**src/rtl/drop_ctrl.sv**
```systemverilog
// drop_ctrl: move controller sitting in front of the board RAM / win-check
// stage. Clears the board, turns a column choice into a write of the current
// player's piece in the lowest empty cell, then hands off to the win check.
//
// Ports
//   clk, resetn      system clock, asynchronous active-low reset
//   col_sel, drop    column (0..6) and one-cycle drop request
//   new_game         one-cycle request to clear the board and restart
//   ram_q            RAM read data
//   check_complete   win-check done strobe; game_over qualifies it
//   ram_address      RAM address (probe / write / clear)
//   ram_data         RAM write data
//   ram_wren         RAM write enable
//   winner_check     win-check request, held until check_complete
//   reset_game       one-cycle pulse at the start of every board clear
//   player           player to move: 01 = P1, 10 = P2
//   busy             low only in IDLE and OVER
//   col_err          one-cycle pulse: invalid column or full column
//   move_count       pieces placed this game
//
// state | meaning
// CLEAR | write 00 to every board cell, first cycle only arms the sweep
// IDLE  | waiting for drop / new_game
// PROBE | read one cell of the chosen column, bottom row upwards
// WRITE | write the player's piece to the empty cell found
// CHECK | win-check request raised, waiting for check_complete
// OVER  | game finished, only new_game leaves

module drop_ctrl #(
  parameter int READ_WAIT = 3,
  parameter int BASE_ADDR = 7,
  parameter int ROWS      = 6,
  parameter int COLS      = 7
) (
  input  logic       clk,
  input  logic       resetn,
  input  logic [2:0] col_sel,
  input  logic       drop,
  input  logic       new_game,
  input  logic [1:0] ram_q,
  input  logic       check_complete,
  input  logic       game_over,
  output logic [5:0] ram_address,
  output logic [1:0] ram_data,
  output logic       ram_wren,
  output logic       winner_check,
  output logic       reset_game,
  output logic [1:0] player,
  output logic       busy,
  output logic       col_err,
  output logic [5:0] move_count
);

  localparam logic [2:0] S_CLEAR = 3'd0;
  localparam logic [2:0] S_IDLE  = 3'd1;
  localparam logic [2:0] S_PROBE = 3'd2;
  localparam logic [2:0] S_WRITE = 3'd3;
  localparam logic [2:0] S_CHECK = 3'd4;
  localparam logic [2:0] S_OVER  = 3'd5;

  localparam int              WAIT_W    = (READ_WAIT > 0) ? $clog2(READ_WAIT + 1) : 1;
  localparam logic [WAIT_W-1:0] WAIT_LOAD = WAIT_W'(READ_WAIT);
  localparam logic [5:0]      FIRST_ADDR = 6'(BASE_ADDR);
  localparam logic [5:0]      LAST_ADDR  = 6'(BASE_ADDR + ROWS * COLS - 1);
  localparam logic [2:0]      BOT_ROW    = 3'(ROWS - 1);
  localparam logic [2:0]      MAX_COL    = 3'(COLS - 1);

  logic [2:0]        r_state;
  logic [5:0]        r_clr_addr;
  logic              r_clr_go;
  logic [2:0]        r_col;
  logic [2:0]        r_row;
  logic [WAIT_W-1:0] r_wait;
  logic [1:0]        r_player;
  logic [5:0]        r_move_count;
  logic              r_col_err;
  logic              r_reset_game;
  logic [5:0]        w_probe_addr;

  assign w_probe_addr = 6'(BASE_ADDR + COLS * int'(r_row) + int'(r_col));

  always_ff @(posedge clk or negedge resetn) begin
    if (!resetn) begin
      r_state      <= S_CLEAR;
      r_clr_addr   <= FIRST_ADDR;
      r_clr_go     <= 1'b0;
      r_col        <= 3'd0;
      r_row        <= 3'd0;
      r_wait       <= '0;
      r_player     <= 2'b01;
      r_move_count <= 6'd0;
      r_col_err    <= 1'b0;
      r_reset_game <= 1'b0;
    end else begin
      r_col_err    <= 1'b0;
      r_reset_game <= 1'b0;
      case (r_state)
        S_CLEAR: begin
          // The arming cycle keeps ram_wren low while reset is still fresh;
          // reset_game lines up with the first real clear write.
          if (!r_clr_go) begin
            r_clr_go     <= 1'b1;
            r_reset_game <= 1'b1;
          end else if (r_clr_addr == LAST_ADDR) begin
            r_clr_go   <= 1'b0;
            r_clr_addr <= FIRST_ADDR;
            r_state    <= S_IDLE;
          end else begin
            r_clr_addr <= r_clr_addr + 6'd1;
          end
        end
        S_IDLE: begin
          if (new_game) begin
            r_player     <= 2'b01;
            r_move_count <= 6'd0;
            r_clr_addr   <= FIRST_ADDR;
            r_clr_go     <= 1'b0;
            r_state      <= S_CLEAR;
          end else if (drop) begin
            if (col_sel > MAX_COL) begin
              r_col_err <= 1'b1;
            end else begin
              r_col   <= col_sel;
              r_row   <= BOT_ROW;
              r_wait  <= WAIT_LOAD;
              r_state <= S_PROBE;
            end
          end
        end
        S_PROBE: begin
          if (r_wait != '0) begin
            r_wait <= r_wait - WAIT_W'(1);
          end else if (ram_q == 2'b00) begin
            r_state <= S_WRITE;
          end else if (r_row != 3'd0) begin
            r_row  <= r_row - 3'd1;
            r_wait <= WAIT_LOAD;
          end else begin
            r_col_err <= 1'b1;
            r_state   <= S_IDLE;
          end
        end
        S_WRITE: begin
          r_move_count <= r_move_count + 6'd1;
          r_state      <= S_CHECK;
        end
        S_CHECK: begin
          if (check_complete) begin
            if (game_over) begin
              r_state <= S_OVER;
            end else begin
              r_player <= ~r_player;
              r_state  <= S_IDLE;
            end
          end
        end
        S_OVER: begin
          if (new_game) begin
            r_player     <= 2'b01;
            r_move_count <= 6'd0;
            r_clr_addr   <= FIRST_ADDR;
            r_clr_go     <= 1'b0;
            r_state      <= S_CLEAR;
          end
        end
        default: begin
          r_clr_addr <= FIRST_ADDR;
          r_clr_go   <= 1'b0;
          r_state    <= S_CLEAR;
        end
      endcase
    end
  end

  // Decoded straight from state so winner_check and ram_wren fall the
  // moment reset is asserted, without waiting for a clock.
  assign ram_wren     = ((r_state == S_CLEAR) && r_clr_go) || (r_state == S_WRITE);
  assign ram_data     = (r_state == S_WRITE) ? r_player : 2'b00;
  assign ram_address  = (r_state == S_CLEAR) ? r_clr_addr : w_probe_addr;
  assign winner_check = (r_state == S_CHECK);
  assign busy         = (r_state != S_IDLE) && (r_state != S_OVER);
  assign reset_game   = r_reset_game;
  assign col_err      = r_col_err;
  assign player       = r_player;
  assign move_count   = r_move_count;

endmodule

```
**config.mk**
```make
export PLATFORM = sky130hd
export DESIGN_NAME = drop_ctrl
export DESIGN_NICKNAME = d
export VERILOG_FILES = /design/src/rtl/drop_ctrl.sv
export SDC_FILE = /design/constraint.sdc
export NUM_CORES = 1
export LEC_CHECK = 0
export CAP_MARGIN = 30
export CORE_MARGIN = 1.5
export CORE_UTILIZATION = 35
export CTS_CLUSTER_SIZE = 10
export DETAILED_ROUTE_END_ITERATION = 6
export GPL_TIMING_DRIVEN = 0
export PLACE_DENSITY_LB_ADDON = 0.2
export SLEW_MARGIN = 15
export SYNTH_ARGS = -nofsm -noshare
export SYNTH_HDL_FRONTEND = slang
export SYNTH_SLANG_ARGS = --single-unit
```
**constraint.sdc**
```tcl
create_clock -name clk -period 3.8 [get_ports clk]
set_input_delay 0.76 -clock clk [delete_from_list [all_inputs] [get_ports clk]]
set_output_delay 0.76 -clock clk [all_outputs]
set_load 0.01 [all_outputs]
```
# After elaboration in Yosys (flattened, before gate mapping)
# Cells that the tools add are included.
word_totals:
  out_inout_bits: 21
  elab_cells: 118
  latchBits: 0
  input_bits: 11
  n_memories: 0
  mem_bits_ro: 0
  ff_bits: 28
  ram_bits: 0
classes:
  mux: 51
  addsub: 6
  reduce_logical: 20
  div_mod_pow: 0
  eq_ne: 25
  mul: 1
  bitwise: 4
  n_lt_le_gt_ge: 1
  shifts: 0
op_table:
  columns: ["operator", "count"]
  rows:
  - ["two-way mux 3 bit", 17]
  - ["two-way mux 6 bit", 5]
  - ["!= test 2 bit (second input constant)", 11]
  - ["two-way mux 2 bit", 10]
  - ["!= test 3 bit (second input constant)", 6]
  - ["case mux 3 bit (6 select lines)", 1]
  - ["case mux 6 bit (3 select lines)", 1]
  - ["adder 6 x 1 -> 6 bit (second input constant)", 2]
  - ["case mux 6 bit (2 select lines)", 1]
  - ["two-way mux 1 bit", 11]
  - ["case mux 2 bit (2 select lines)", 2]
  - ["AND reduction 4 bit", 2]
  - ["AND reduction 8 bit", 1]
  - ["nonzero test 2 bit", 4]
  - ["AND reduction 7 bit", 1]
  - ["adder 3 x 6 -> 6 bit (first input constant)", 1]
  - ["adder 6 x 3 -> 6 bit", 1]
  - ["equality test 3 x 2 -> 1 bit (second input constant)", 2]
  - ["equality test 3 bit (second input constant)", 2]
  - ["equality test 6 bit (second input constant)", 1]
  - ["multiplier 3 x 3 -> 6 bit (first input constant)", 1]
  - ["case mux 3 bit (2 select lines)", 1]
  - ["AND reduction 6 bit", 1]
  - ["AND reduction 2 bit", 2]
  - ["18 further kinds", 21]

# Logic depth before layout (Yosys ltp)
# Gate-level depths: netlist of run 1.
logic_depth:
  ltp_word: 5
  mapped_depth: 11
  mapped_depth_nobuf: 11

# Least setup slack after synthesis of run 1
# No wires, ideal clock.
synth_path:
  path_kind: "reg2out"
  start: "reg r_row[1]"
  end: "out ram_address[5]"
  required_time_ns: 3.040
  arrival_ns: 2.710
  setup_slack_ns: 0.330
  stages_incl_launch_ff: 11
  n_path_buf: 0
  path_cell_list: "dfrtp_1 -> inv_1 -> ha_1 -> xnor2_1 -> xnor2_1 -> fa_1 -> fa_1 -> nor2b_1 -> o21a_1 -> or3_1 -> a31oi_1"
synth_via:
  elab_chain_cells: 4
synth_rtl:
  columns: ["element", "line", "source"]
  rows:
  - ["start: declaration", "72", "logic [2:0] r_row;"]
  - ["start signal: assignment", "136", "r_row <= r_row - 3'd1;"]
  - ["multiplier 3 x 3 -> 6 bit", "80", "assign w_probe_addr = 6'(BASE_ADDR + COLS * int'(r_row) + int'(r_col));"]
  - ["adder 3 x 6 -> 6 bit", "80", null]
  - ["adder 6 x 3 -> 6 bit", "80", null]
  - ["two-way mux 6 bit", "179", "assign ram_address = (r_state == S_CLEAR) ? r_clr_addr : w_probe_addr;"]
  - ["end: declaration", "43", "output logic [5:0] ram_address,"]
# Every way passes these cells.

# Final worst setup path of run 1
# Ends and elaborated chain as after synthesis.

==> results of run 1 <==
[sequential cells by signal, indices dropped and copies added, names as in the netlist]
name        count
r_col           3
player          2
move_count      6
r_wait          2
r_state         3
reset_game      1
col_err         1
r_clr_go        1
r_clr_addr      6
r_row           3
[stage by stage]
stage / util / cell area [um^2] / setup TNS (ns) / std cells / hold WS [ns]
finish: 0.4611 / 2385 / 0 / 317 / 0.4973
CTS: 0.4543 / 2350 / 0 / 316 / 0.5197
global route: 0.4611 / 2385 / -0.04438 / 317 / 0.5403
floorplan: - / 1897 / 0 / 208 / 0.4644
global placement: 0.4436 / 2295 / -0.5922 / 309 / 0.5022
detailed placement: 0.4427 / 2290 / -0.6331 / 309 / 0.5037
[worst max-delay path by stage]
stage                  start              to  slack, ns  cells after the start
floorplan           r_row[1]  ram_address[5]       0.33                     10
global placement    r_row[1]  ram_address[4]      -0.32                     12
detailed placement  r_row[1]  ram_address[4]      -0.29                     12
CTS                 r_row[1]  ram_address[5]       0.02                     12
global route        r_row[1]  ram_address[5]      -0.04                     12
finish              r_row[1]  ram_address[5]       0.07                     12
[where the power goes]
part / total (W) / internal, W / leakage (nW) / switching [W]
sequential: 0.000524 / 0.000421 / 0.342 / 0.000103
combinational: 0.00149 / 0.000735 / 0.734 / 0.000754
clock: 0.000168 / 0.0000752 / 0.0228 / 0.0000924
total: 0.00218 / 0.00123 / 1.10 / 0.000949
[critical path, cell delays in order, from the launching register on]
cell and delay, ns:
sky130_fd_sc_hd__dfrtp_2 0.43, sky130_fd_sc_hd__inv_4 0.07, sky130_fd_sc_hd__ha_4 0.20, sky130_fd_sc_hd__xnor2_2 0.14
sky130_fd_sc_hd__xnor2_1 0.14, sky130_fd_sc_hd__fa_1 0.53, sky130_fd_sc_hd__buf_4 0.11, sky130_fd_sc_hd__fa_2 0.19
sky130_fd_sc_hd__nor2b_1 0.05, sky130_fd_sc_hd__o21a_1 0.18, sky130_fd_sc_hd__or3_1 0.34, sky130_fd_sc_hd__a31oi_1 0.16
sky130_fd_sc_hd__buf_2 0.15
[final cells by class]
class | instances | area [um^2]
fill | 505 | 2788
multi-input combinational | 154 | 1115
sequential | 28 | 709.4
timing repair buffer | 35 | 322.8
tap | 70 | 87.58
inverter | 18 | 70.07
clock buffer | 4 | 45.04
buffer | 8 | 35.03
[placed cells by master (no fill, tap or decap), types with 2 or more instances in the layout]
| master | count |
|---|---|
| sky130_fd_sc_hd__clkbuf_8 | 3 |
| sky130_fd_sc_hd__o22ai_1 | 2 |
| sky130_fd_sc_hd__o21ai_1 | 2 |
| sky130_fd_sc_hd__dfrtp_2 | 3 |
| sky130_fd_sc_hd__o21ai_0 | 13 |
| sky130_fd_sc_hd__a21o_1 | 3 |
| sky130_fd_sc_hd__nor2b_1 | 5 |
| sky130_fd_sc_hd__or3_1 | 2 |
| sky130_fd_sc_hd__and2_1 | 2 |
| sky130_fd_sc_hd__mux2_2 | 5 |
| sky130_fd_sc_hd__clkdlybuf4s50_1 | 26 |
| sky130_fd_sc_hd__nor2_1 | 16 |
| sky130_fd_sc_hd__clkbuf_1 | 5 |
| sky130_fd_sc_hd__xnor2_1 | 4 |
| sky130_fd_sc_hd__nand2_1 | 15 |
| sky130_fd_sc_hd__buf_2 | 7 |
| sky130_fd_sc_hd__nand2b_1 | 2 |
| sky130_fd_sc_hd__xor2_1 | 6 |
| sky130_fd_sc_hd__dfrtp_1 | 21 |
| sky130_fd_sc_hd__nand4_1 | 2 |
| sky130_fd_sc_hd__nand3_1 | 2 |
| sky130_fd_sc_hd__and3b_1 | 2 |
| sky130_fd_sc_hd__nor3b_1 | 2 |
| sky130_fd_sc_hd__dfstp_2 | 4 |
| sky130_fd_sc_hd__dlygate4sd2_1 | 2 |
| sky130_fd_sc_hd__and3_1 | 4 |
| sky130_fd_sc_hd__ha_1 | 15 |
| sky130_fd_sc_hd__a31oi_1 | 4 |
| sky130_fd_sc_hd__inv_1 | 16 |
| sky130_fd_sc_hd__nor3_1 | 7 |
| sky130_fd_sc_hd__a21oi_1 | 11 |
| sky130_fd_sc_hd__a22o_1 | 3 |
| sky130_fd_sc_hd__buf_4 | 4 |
[cells by family (layout without fill, tap and decap cells)]
family                     after synthesis  in the layout  share of synthesized area
AOI/OAI and AO/OA                       51             51                     0.1748
muxes                                    6              6                    0.03496
buffers and inverters                   26             65                    0.05409
DFF                                     28             28                     0.3720
adders and majority gates               18             18                     0.1266
xor gates and xnor gates                11             11                    0.05079
and+or+nand+nor                         68             68                     0.1867
[timing repair]
item / CTS / global route
gates resized for setup: 14 / 7
cloned: 0 / 0
buffers inserted: 3 / 1
setup endpoints to repair: 4 / 3
pin swaps: 4 / 6
[routing by layer]
layer	wire length (um)	up-vias	global-route usage
met5	0	-	0
li1	-	811	-
met2	1925	19	0.2500
met3	118	2	0.02754
met4	23	0	0.01667
met1	2045	726	0.1973
==> Flow_metrics.wiki, run 1 <==
{| class="wikitable"
! Metric !! Value
|-
| Setup ws final || 0.07363 ns
|-
| Leading cell type by number of instances after synthesis || sky130_fd_sc_hd__dfrtp_1
|-
| Total routed wirelength || 4.112 mm
|-
| Post-synthesis instance area || 0.001897 mm^2
|-
| Ys async rst share || 1.000
|-
| Data arrival, critical path || 2.97 ns
|-
| Remaining global-route overflow || 0
|-
| Area inside the core boundary || 0.005172 mm^2
|-
| Post-synth top flop || sky130_fd_sc_hd__dfrtp_1
|-
| TritonCTS clock tree || built
|-
| Layout Skew || 0.001590 ns
|-
| Min Tclk post-route || 3.726 ns
|-
| Slew at the pin with the worst max-slew slack || 0.8494 ns
|-
| Number of flops mapped to enable cells by yosys || 0
|-
| Pwr/cell area || 914.2 mW/mm^2
|-
| Clock slew seen by the registers of the worst setup and hold paths || 0.09 ns
|-
| Number of port buffers || 31
|-
| Row cnt || 26
|-
| Maximum frequency from static timing analysis || 268.4 MHz
|-
| Setup repair after global routing missed its margin || true
|-
| Outcome || finished clean
|-
| Layout cell share with drive strength beyond 1 || 0.1457
|-
| Clock insertion delay at the later pin of the skew report || 0.27 ns
|-
| Ant. Diodes || 0
|-
| Number of DRC markers after the initial detailed-route iteration || 46
|-
| Max Root-Sink Buffers || 2
|-
| Total clock buffers created by CTS || 3
|-
| Final routed DRC violation total || 0
|-
| Post-synthesis cell type with the largest combined area || sky130_fd_sc_hd__dfrtp_1
|-
| Die Area || 0.005870 mm^2
|-
| Setup violation total in the final timing report || 0
|-
| Minimum setup slack among reg-to-reg paths || 1.84 ns
|-
| Slew Limit Headroom || 0.4294
|-
| Number of synthesized register bits || 28
|-
| Vias in the first global route || 1,517
|-
| Number of antenna violations at the first check in global routing || 0
|-
| Number of iterations in the first detailed-routing pass || 4
|-
| Maximum fanout along the worst path || 2
|-
| FF-to-FF End || r_state[2]
|-
| Synth-to-layout area growth || 25.73%
|-
| Number of nets in the synthesized netlist || 237
|-
| Final weighted congestion of routability-driven global placement || 0.8062
|-
| Hold Buf Count CTS || 0
|-
| HPWL reported at the end of detailed placement || 3.079 mm
|-
| Deepest level of the CTS H-tree || 1
|-
| WL/cell || 12.97 um
|-
| Fin nets || 277
|-
| Number of cells traversed by the worst register-to-register path || 4
|-
| Clk Tree Root Cell || sky130_fd_sc_hd__clkbuf_8
|-
| Number of nets with antenna violations after detailed routing || 0
|-
| Largest net degree at the start of global routing || 29
|-
| Sequential-to-total area share from yosys stat || 0.3720
|-
| Horiz. Die Dim || 76.62 um
|-
| Critical Setup Path Class || register to primary output
|-
| Largest cells by area after synthesis || sky130_fd_sc_hd__dfrtp_1 32%, sky130_fd_sc_hd__ha_1 11%, sky130_fd_sc_hd__dfstp_2 5.5%
|-
| Detailed-route via count || 1,558
|-
| Lkg Pwr || 1.099 nW
|-
| I/O pins || 32
|-
| Critical path launch point type || register
|-
| Worst reg2reg path startpoint || r_state[0]
|-
| Most numerous cell types in the synthesized netlist || 24 x sky130_fd_sc_hd__dfrtp_1, 18 x sky130_fd_sc_hd__inv_1, 16 x sky130_fd_sc_hd__ha_1, 16 x sky130_fd_sc_hd__nor2_1, 15 x sky130_fd_sc_hd__nand2_1
|-
| Element type at the critical path end || primary output
|-
| First-pass GRT wire length || 6.996 mm
|-
| Initial core utilization || 0.3667
|-
| Tcrit/Tclk final || 0.9806
|-
| YS warnings || 0
|-
| Worst path required time || 3.04 ns
|-
| Per-cell via count in the routed design || 4.915
|-
| Unique masters post-synth || 49
|-
| Total count of hold-check failures in the final report || 0
|-
| Worst slack at placement || -0.2934 ns
|-
| Avg Inst Size Synth || 9.119 um^2
|-
| Share of the synthesized area in the top cell type || 0.3166
|-
| Total power after layout || 0.002180 W
|-
| Post-Synthesis Cells || 208
|-
| CTS sink count || 28
|-
| Vert. Die Dim || 76.62 um
|-
| Max Cap Viol || 0
|-
| Number of slew-limit violations in the final report || 0
|-
| Worst-case vdd ir drop || 326.8 uV
|-
| Classification of the worst-slack hold path || input port to async pin
|-
| Tot GR Track Use || 0.1461
|}
Note: power is estimated with default switching activity, not from simulation.
==> run 2, diff against run 1 <==
- CORE_ASPECT_RATIO: default -> 0.6
- clock period: 3.8 -> 3.9 ns (I/O delays scaled with it)
==> run 2 against run 1 <==
Clock skew rose by 0.0025 ns. Wire length rose by 2.3%. Cell area rose by 0.21%. Register-to-register slack improved by 0.12 ns. Die area rose by 0.26%. First-iteration DRC count fell by 6.5%. Sequential power fell by 2%. Utilization rose by 0.48 points. Global-route usage rose by 0.89 points. Sequential share of layout area fell by 0.062 points. Combinational power barely moved. Critical path depth did not move. Critical endpoint unchanged.
==> Flow_metrics.wiki, run 2 (synthesized netlist as in run 1, its figures left out) <==
{| class="wikitable"
! Metric !! Value
|-
| Outcome || finished clean
|-
| Vias in the first global route || 1,474 (-2.8%)
|-
| Most common cell after layout, fill and taps aside || sky130_fd_sc_hd__clkdlybuf4s50_1
|-
| First-pass GRT wire length || 7.169 mm (+2.5%)
|-
| Initial core utilization || 0.3698 (+0.003041)
|-
| Row cnt || 20 (-23%)
|-
| DP Area || 0.002285 mm^2 (-0.22%)
|-
| Minimum setup slack among reg-to-reg paths || 1.96 ns (+0.12 ns)
|-
| Fin nets || 277 (unchanged)
|-
| Synth-to-layout area growth || 25.99%
|-
| Final weighted congestion of routability-driven global placement || 0.7913 (-1.8%)
|-
| Tcrit/Tclk final || 0.9629
|-
| Number of cells traversed by the worst register-to-register path || 4 (unchanged)
|-
| WL/cell || 13.44 um (+3.6%)
|-
| Lkg Pwr || 1.097 nW (-0.13%)
|-
| Maximum frequency from static timing analysis || 266.3 MHz
|-
| Number of iterations in the first detailed-routing pass || 4 (unchanged)
|-
| Tot GR Track Use || 0.1550 (+0.008939)
|-
| Total routed wirelength || 4.206 mm (+2.3%)
|-
| Remaining global-route overflow || 0 (unchanged)
|-
| Setup repair after global routing missed its margin || false
|-
| Critical Setup Path Class || register to primary output
|-
| Total clock buffers created by CTS || 3 (unchanged)
|-
| Cell count after placement || 305 (-1.3%)
|-
| Worst reg2reg path startpoint || r_state[0]
|-
| Slew at the pin with the worst max-slew slack || 0.7705 ns (-0.07885 ns)
|-
| Clock slew seen by the registers of the worst setup and hold paths || 0.10 ns (about the same)
|-
| Maximum fanout along the worst path || 4 (+2)
|-
| Largest net degree at the start of global routing || 29 (unchanged)
|-
| Clock insertion delay at the later pin of the skew report || 0.28 ns (about the same)
|-
| Clk Tree Root Cell || sky130_fd_sc_hd__clkbuf_8
|-
| I/O pins || 32 (unchanged)
|-
| Setup ws final || 0.1447 ns (+0.07103 ns)
|-
| Layout Skew || 0.004049 ns (+0.002459 ns)
|-
| Number of DRC markers after the initial detailed-route iteration || 43 (-6.5%)
|-
| Number of antenna violations at the first check in global routing || 0 (unchanged)
|-
| Final routed DRC violation total || 0 (unchanged)
|-
| Max Cap Viol || 0 (unchanged)
|-
| Total count of hold-check failures in the final report || 0 (unchanged)
|-
| Data arrival, critical path || 2.98 ns (about the same)
|-
| Horiz. Die Dim || 98.04 um (+28%)
|-
| Top library cells by usage in the layout, fill and taps aside || 27 x sky130_fd_sc_hd__clkdlybuf4s50_1, 21 x sky130_fd_sc_hd__dfrtp_1, 16 x sky130_fd_sc_hd__inv_1, 16 x sky130_fd_sc_hd__nor2_1, 15 x sky130_fd_sc_hd__nand2_1
|-
| Min Tclk post-route || 3.755 ns
|-
| Worst slack at placement || -0.2698 ns (+0.02354 ns)
|-
| Final design utilization || 0.4659 (+0.004799)
|-
| Deepest level of the CTS H-tree || 1 (unchanged)
|-
| Detailed-route via count || 1,568 (+0.64%)
|-
| Per-cell via count in the routed design || 5.010 (+1.9%)
|-
| Ant. Diodes || 0 (unchanged)
|-
| Classification of the worst-slack hold path || input port to async pin
|-
| Critical path launch point type || register
|-
| Worst path required time || 3.12 ns (+0.08 ns)
|-
| Vert. Die Dim || 60.03 um (-22%)
|-
| Number of slew-limit violations in the final report || 0 (unchanged)
|-
| TritonCTS clock tree || built
|-
| Area inside the core boundary || 0.005130 mm^2 (-0.82%)
|-
| Pwr/cell area || 899.0 mW/mm^2 (-1.7%)
|-
| Slew Limit Headroom || 0.4824 (+0.05297)
|-
| Worst hold slack across all endpoints || 0.5236 ns (+0.02625 ns)
|-
| Number of port buffers || 31 (unchanged)
|-
| Number of nets with antenna violations after detailed routing || 0 (unchanged)
|-
| Worst-case vdd ir drop || 311.7 uV (-4.6%)
|-
| Max Root-Sink Buffers || 2 (unchanged)
|-
| Layout cell share with drive strength beyond 1 || 0.1457 (unchanged)
|-
| Final Instance Area || 0.002390 mm^2 (+0.21%)
|-
| Non-filler cells in the finished layout || 313 (-1.3%)
|-
| Setup violation total in the final timing report || 0 (unchanged)
|-
| CTS sink count || 28 (unchanged)
|-
| Layout fillers || 500 (-0.99%)
|-
| Element type at the critical path end || primary output
|-
| HPWL reported at the end of detailed placement || 3.130 mm (+1.6%)
|-
| FF-to-FF End || r_state[2]
|-
| Die Area || 0.005885 mm^2 (+0.26%)
|}
-- run 2: cell count changes in the layout (fill, tap and decap cells not counted) --
cell	before	now
sky130_fd_sc_hd__ha_1	15	14
sky130_fd_sc_hd__o21ai_1	2	1
sky130_fd_sc_hd__a21oi_2	1	0
sky130_fd_sc_hd__a21oi_1	11	12
sky130_fd_sc_hd__clkdlybuf4s50_1	26	27
sky130_fd_sc_hd__clkbuf_2	0	1
sky130_fd_sc_hd__buf_2	7	6
sky130_fd_sc_hd__dlygate4sd2_1	2	1
sky130_fd_sc_hd__o21ai_0	13	14
sky130_fd_sc_hd__ha_4	1	2
-- run 2: area by class of cell --
cell class	instances	area [um^2]	share of cell area
Multi-Input combinational cell	154	1124	0.4702
Inverter	18	70.07	0.02932
Sequential cell	28	709.4	0.2969
Tap cell	66	82.58	0.03456
Buffer	8	35.03	0.01466
Clock buffer	4	45.04	0.01885
Timing Repair Buffer	35	324.1	0.1356
-- run 2: timing repair --
action,in CTS,in global routing
buffers inserted,2,2
hold buffers,0,0
gates resized for setup,9,10
setup endpoints to repair,4,3
pin swaps,2,4
-- run 2: power by group --
group | switching (W) | internal, W
registers | 0.000101 | 0.000410
logic | 0.000743 | 0.000726
clock network | 0.0000942 | 0.0000734
-- run 2: metrics by stage --
step,power (W),TNS (ns)
2_1_floorplan,0.001438,0
3_3_place_gp,0.001911,-0.4597
3_5_place_dp,0.001923,-0.5238
4_1_cts,0.002095,-0.01895
5_1_grt,0.002377,0
6_report,0.002148,0
-- run 2: per-layer routing --
metal / part of all wire / routed length, um / GRT usage
met1: 0.56 / 2342 / 0.2372
met2: 0.41 / 1717 / 0.2256
met3: 0.030 / 127 / 0.03743
met4: 0.0045 / 19 / 0.01837
met5: 0 / 0 / 0
-- run 2: worst max-delay path: stages (launching register included) --
cell,delay (ns)
sky130_fd_sc_hd__dfrtp_2,0.44
sky130_fd_sc_hd__inv_4,0.09
sky130_fd_sc_hd__ha_4,0.21
sky130_fd_sc_hd__xnor2_2,0.12
sky130_fd_sc_hd__xnor2_1,0.14
sky130_fd_sc_hd__fa_1,0.39
sky130_fd_sc_hd__inv_1,0.10
sky130_fd_sc_hd__ha_4,0.21
sky130_fd_sc_hd__nor2b_1,0.13
sky130_fd_sc_hd__o21a_1,0.17
sky130_fd_sc_hd__or3_1,0.34
sky130_fd_sc_hd__a31oi_1,0.20
sky130_fd_sc_hd__buf_2,0.16
-- run 2: worst max path at each step --
stage,to,start,cells after the start,slack (ns)
finish,ram_address[5],r_row[1],12,0.14
global route,ram_address[5],r_row[1],13,0.005
CTS,ram_address[5],r_row[1],11,-0.02
detailed placement,ram_address[5],r_row[1],11,-0.27
global placement,ram_address[5],r_row[1],11,-0.26
floorplan,ram_address[5],r_row[1],10,0.41
==> run 3, diff against run 2 <==
- DONT_BUFFER_PORTS: default -> 1
==> run 3 against run 2 <==
Sequential share of layout area grew 4.6 points. Critical endpoint unchanged. Register-to-register slack lost 0.08 ns. Critical path depth shrank 3. Highest routed layer unchanged.
==> Flow_metrics.wiki, run 3 (synthesized netlist as in run 1, its figures left out) <==
{| class="wikitable"
! Metric !! Value
|-
| Slowest-stage cell, CP || sky130_fd_sc_hd__fa_1
|-
| Pwr/cell area || 921.3 mW/mm^2 (+2.5%)
|-
| Row cnt || 20 (unchanged)
|-
| Max Cap Viol || 0 (unchanged)
|-
| Total routed wirelength || 4.079 mm (-3.0%)
|-
| CTS sink count || 28 (unchanged)
|-
| Worst-case vdd ir drop || 344.2 uV (+10%)
|-
| Total count of hold-check failures in the final report || 0 (unchanged)
|-
| Met3 Use GR || 0.04678 (+0.009357)
|-
| HPWL reported at the end of detailed placement || 3.101 mm (-0.92%)
|-
| Maximum fanout along the worst path || 8 (+4)
|-
| Deepest level of the CTS H-tree || 1 (unchanged)
|-
| Internal power of the cells || 0.001001 W (-17%)
|-
| Switching fraction of total power || 0.4734 (+0.03656)
|-
| Worst path required time || 3.12 ns (about the same)
|-
| Top library cells by usage in the layout, fill and taps aside || 22 x sky130_fd_sc_hd__dfrtp_1, 17 x sky130_fd_sc_hd__inv_1, 16 x sky130_fd_sc_hd__nor2_1, 16 x sky130_fd_sc_hd__ha_1, 15 x sky130_fd_sc_hd__nand2_1
|-
| Vert. Die Dim || 60.03 um (unchanged)
|-
| Tcrit/Tclk final || 0.9625 (about the same)
|-
| Slew at the pin with the worst max-slew slack || 0.8249 ns (+0.05440 ns)
|-
| Number of antenna violations at the first check in global routing || 0 (unchanged)
|-
| Maximum frequency from static timing analysis || 266.4 MHz (about the same)
|-
| Area inside the core boundary || 0.005130 mm^2 (unchanged)
|-
| Final weighted congestion of routability-driven global placement || 0.7829 (-1.1%)
|-
| Clk Tree Root Cell || sky130_fd_sc_hd__clkbuf_8
|-
| Critical path launch point type || register
|-
| Number of port buffers || 0 (-100%)
|-
| Total power after layout || 0.001901 W (-12%)
|-
| Outcome || finished clean
|-
| Number of iterations in the first detailed-routing pass || 4 (unchanged)
|-
| Layout cell share with drive strength beyond 1 || 0.1268 (-0.01899)
|-
| Slew Limit Headroom || 0.4458 (-0.03654)
|-
| Detailed-route via count || 1,413 (-9.9%)
|-
| Most common cell after layout, fill and taps aside || sky130_fd_sc_hd__dfrtp_1
|-
| Fin nets || 243 (-12%)
|-
| Initial core utilization || 0.3698 (unchanged)
|-
| Vias in the first global route || 1,349 (-8.5%)
|-
| Horiz. Die Dim || 98.04 um (unchanged)
|-
| Worst reg2reg path startpoint || r_state[0]
|-
| Cell count after placement || 274 (-10%)
|-
| Remaining global-route overflow || 0 (unchanged)
|-
| Data arrival, critical path || 2.97 ns (about the same)
|-
| Tot GR Track Use || 0.1498 (-0.005215)
|-
| Slowest stage delay, CP || 0.49 ns (+0.05 ns)
|-
| Hold Buf Count CTS || 0 (unchanged)
|-
| Largest net degree at the start of global routing || 29 (unchanged)
|-
| Number of nets with antenna violations after detailed routing || 0 (unchanged)
|-
| Number of slew-limit violations in the final report || 0 (unchanged)
|-
| Setup violation total in the final timing report || 0 (unchanged)
|-
| Sequence of cells on the critical path || ha_1 > xnor2_1 > xnor2_1 > fa_1 > fa_1 > nor2b_1 > o21a_1 > o21ai_0 > a31oi_4
|-
| Routing usage on met1 || 0.2226 (-0.01458)
|-
| Element type at the critical path end || primary output
|-
| Post-route setup TNS || 0 ns (unchanged)
|-
| Die Area || 0.005885 mm^2 (unchanged)
|-
| Area taken by multi-input logic gates || 0.001107 mm^2 (-1.4%)
|-
| Number of cells traversed by the worst register-to-register path || 4 (unchanged)
|-
| Ant. Diodes || 0 (unchanged)
|-
| Switch Pwr || 0.0008999 W (-4.1%)
|-
| Number of DRC markers after the initial detailed-route iteration || 50 (+16%)
|-
| Final routed DRC violation total || 0 (unchanged)
|-
| Lkg Pwr || 0.9721 nW (-11%)
|-
| Portion of total power attributed to the clock network || 0.097 (+0.019)
|-
| Critical Setup Path Class || register to primary output
|-
| Per-cell via count in the routed design || 5.065 (+1.1%)
|-
| Setup repair after global routing missed its margin || false
|-
| Minimum setup slack among reg-to-reg paths || 1.88 ns (-0.08 ns)
|-
| DP Area || 0.001979 mm^2 (-13%)
|-
| Layout Skew || 0.007432 ns (+0.003383 ns)
|-
| Max Root-Sink Buffers || 2 (unchanged)
|-
| Sequential standard cell area || 708.2 um^2 (-0.18%)
|-
| Total clock buffers created by CTS || 3 (unchanged)
|-
| Share of power burned in combinational logic || 0.626 (-0.058)
|-
| Global route hottest layer || met1
|-
| Min Tclk post-route || 3.754 ns (-0.001685 ns)
|-
| Clock slew seen by the registers of the worst setup and hold paths || 0.10 ns (about the same)
|-
| Clock insertion delay at the later pin of the skew report || 0.28 ns (about the same)
|-
| Final Instance Area || 0.002063 mm^2 (-14%)
|-
| FF-to-FF End || r_state[0]
|-
| First-pass GRT wire length || 6.789 mm (-5.3%)
|-
| Classification of the worst-slack hold path || input port to async pin
|-
| Non-filler cells in the finished layout || 279 (-11%)
|-
| Worst hold slack across all endpoints || 0.1785 ns (-0.3450 ns)
|-
| Sequential share of power || 0.278 (+0.040)
|-
| TritonCTS clock tree || built
|-
| Layout fillers || 513 (+2.6%)
|-
| I/O pins || 32 (unchanged)
|-
| WL/cell || 14.62 um (+8.8%)
|-
| Synth-to-layout area growth || 8.773%
|-
| Met2 layer usage reported by global route || 0.2138 (-0.01182)
|}
==> run 3: worst max-delay path: cells and delay by family (launching register included) <==
family | cells | cell delay (ns)
and+or+nand+nor | 1 | 0.14
adders and majority gates | 3 | 1.26
AOI/OAI and AO/OA | 3 | 0.48
xor gates and xnor gates | 2 | 0.34
DFF | 1 | 0.48
==> run 3: area by class of cell <==
| class | count | area share |
|---|---|---|
| well taps | 66 | 0.04002 |
| multi-input cells | 154 | 0.5367 |
| plain buffers | 8 | 0.01698 |
| clock buffers | 4 | 0.02668 |
| inverters | 18 | 0.03275 |
| repair buffers | 1 | 0.003639 |
| flip-flops and latches | 28 | 0.3432 |
==> run 3: timing repair <==
action,in CTS,in global routing
pin swaps,0,1
resized for setup,4,3
setup endpoints to repair,2,2
buffers inserted,0,1
cloned,0,0
==> run 3: through the flow <==
step | util | setup slack [ns]
6_report | 0.4022 | 0.1463
5_1_grt | 0.4022 | 0.005789
3_3_place_gp | 0.3859 | 0.1288
2_1_floorplan | - | 0.4103
3_5_place_dp | 0.3859 | 0.09711
4_1_cts | 0.3980 | 0.009093
==> run 3: per-layer routing <==
metal	routed length, um	part of all wire
met5	0	0
met1	2288	0.56
met4	22	0.0054
met3	175	0.043
met2	1593	0.39
==> run 3: power groups by stage <==
stage	combinational, W	clock, W	sequential (W)
3_5_place_dp	0.00114	0	0.000539
3_3_place_gp	0.00114	0	0.000535
2_1_floorplan	0.000931	0	0.000508
5_1_grt	0.00137	0.000203	0.000550
4_1_cts	0.00116	0.000194	0.000535
6_report	0.00119	0.000184	0.000528
==> run 3: worst max path at each step <==
stage | endpoint | startpoint | slack, ns | depth (start not counted)
detailed placement | ram_address[4] | r_row[1] | 0.1 | 11
CTS | ram_address[5] | r_row[1] | 0.009 | 10
finish | ram_address[5] | r_row[2] | 0.15 | 9
global route | ram_address[5] | r_row[2] | 0.006 | 9
global placement | ram_address[4] | r_row[1] | 0.13 | 11
floorplan | ram_address[5] | r_row[1] | 0.41 | 10
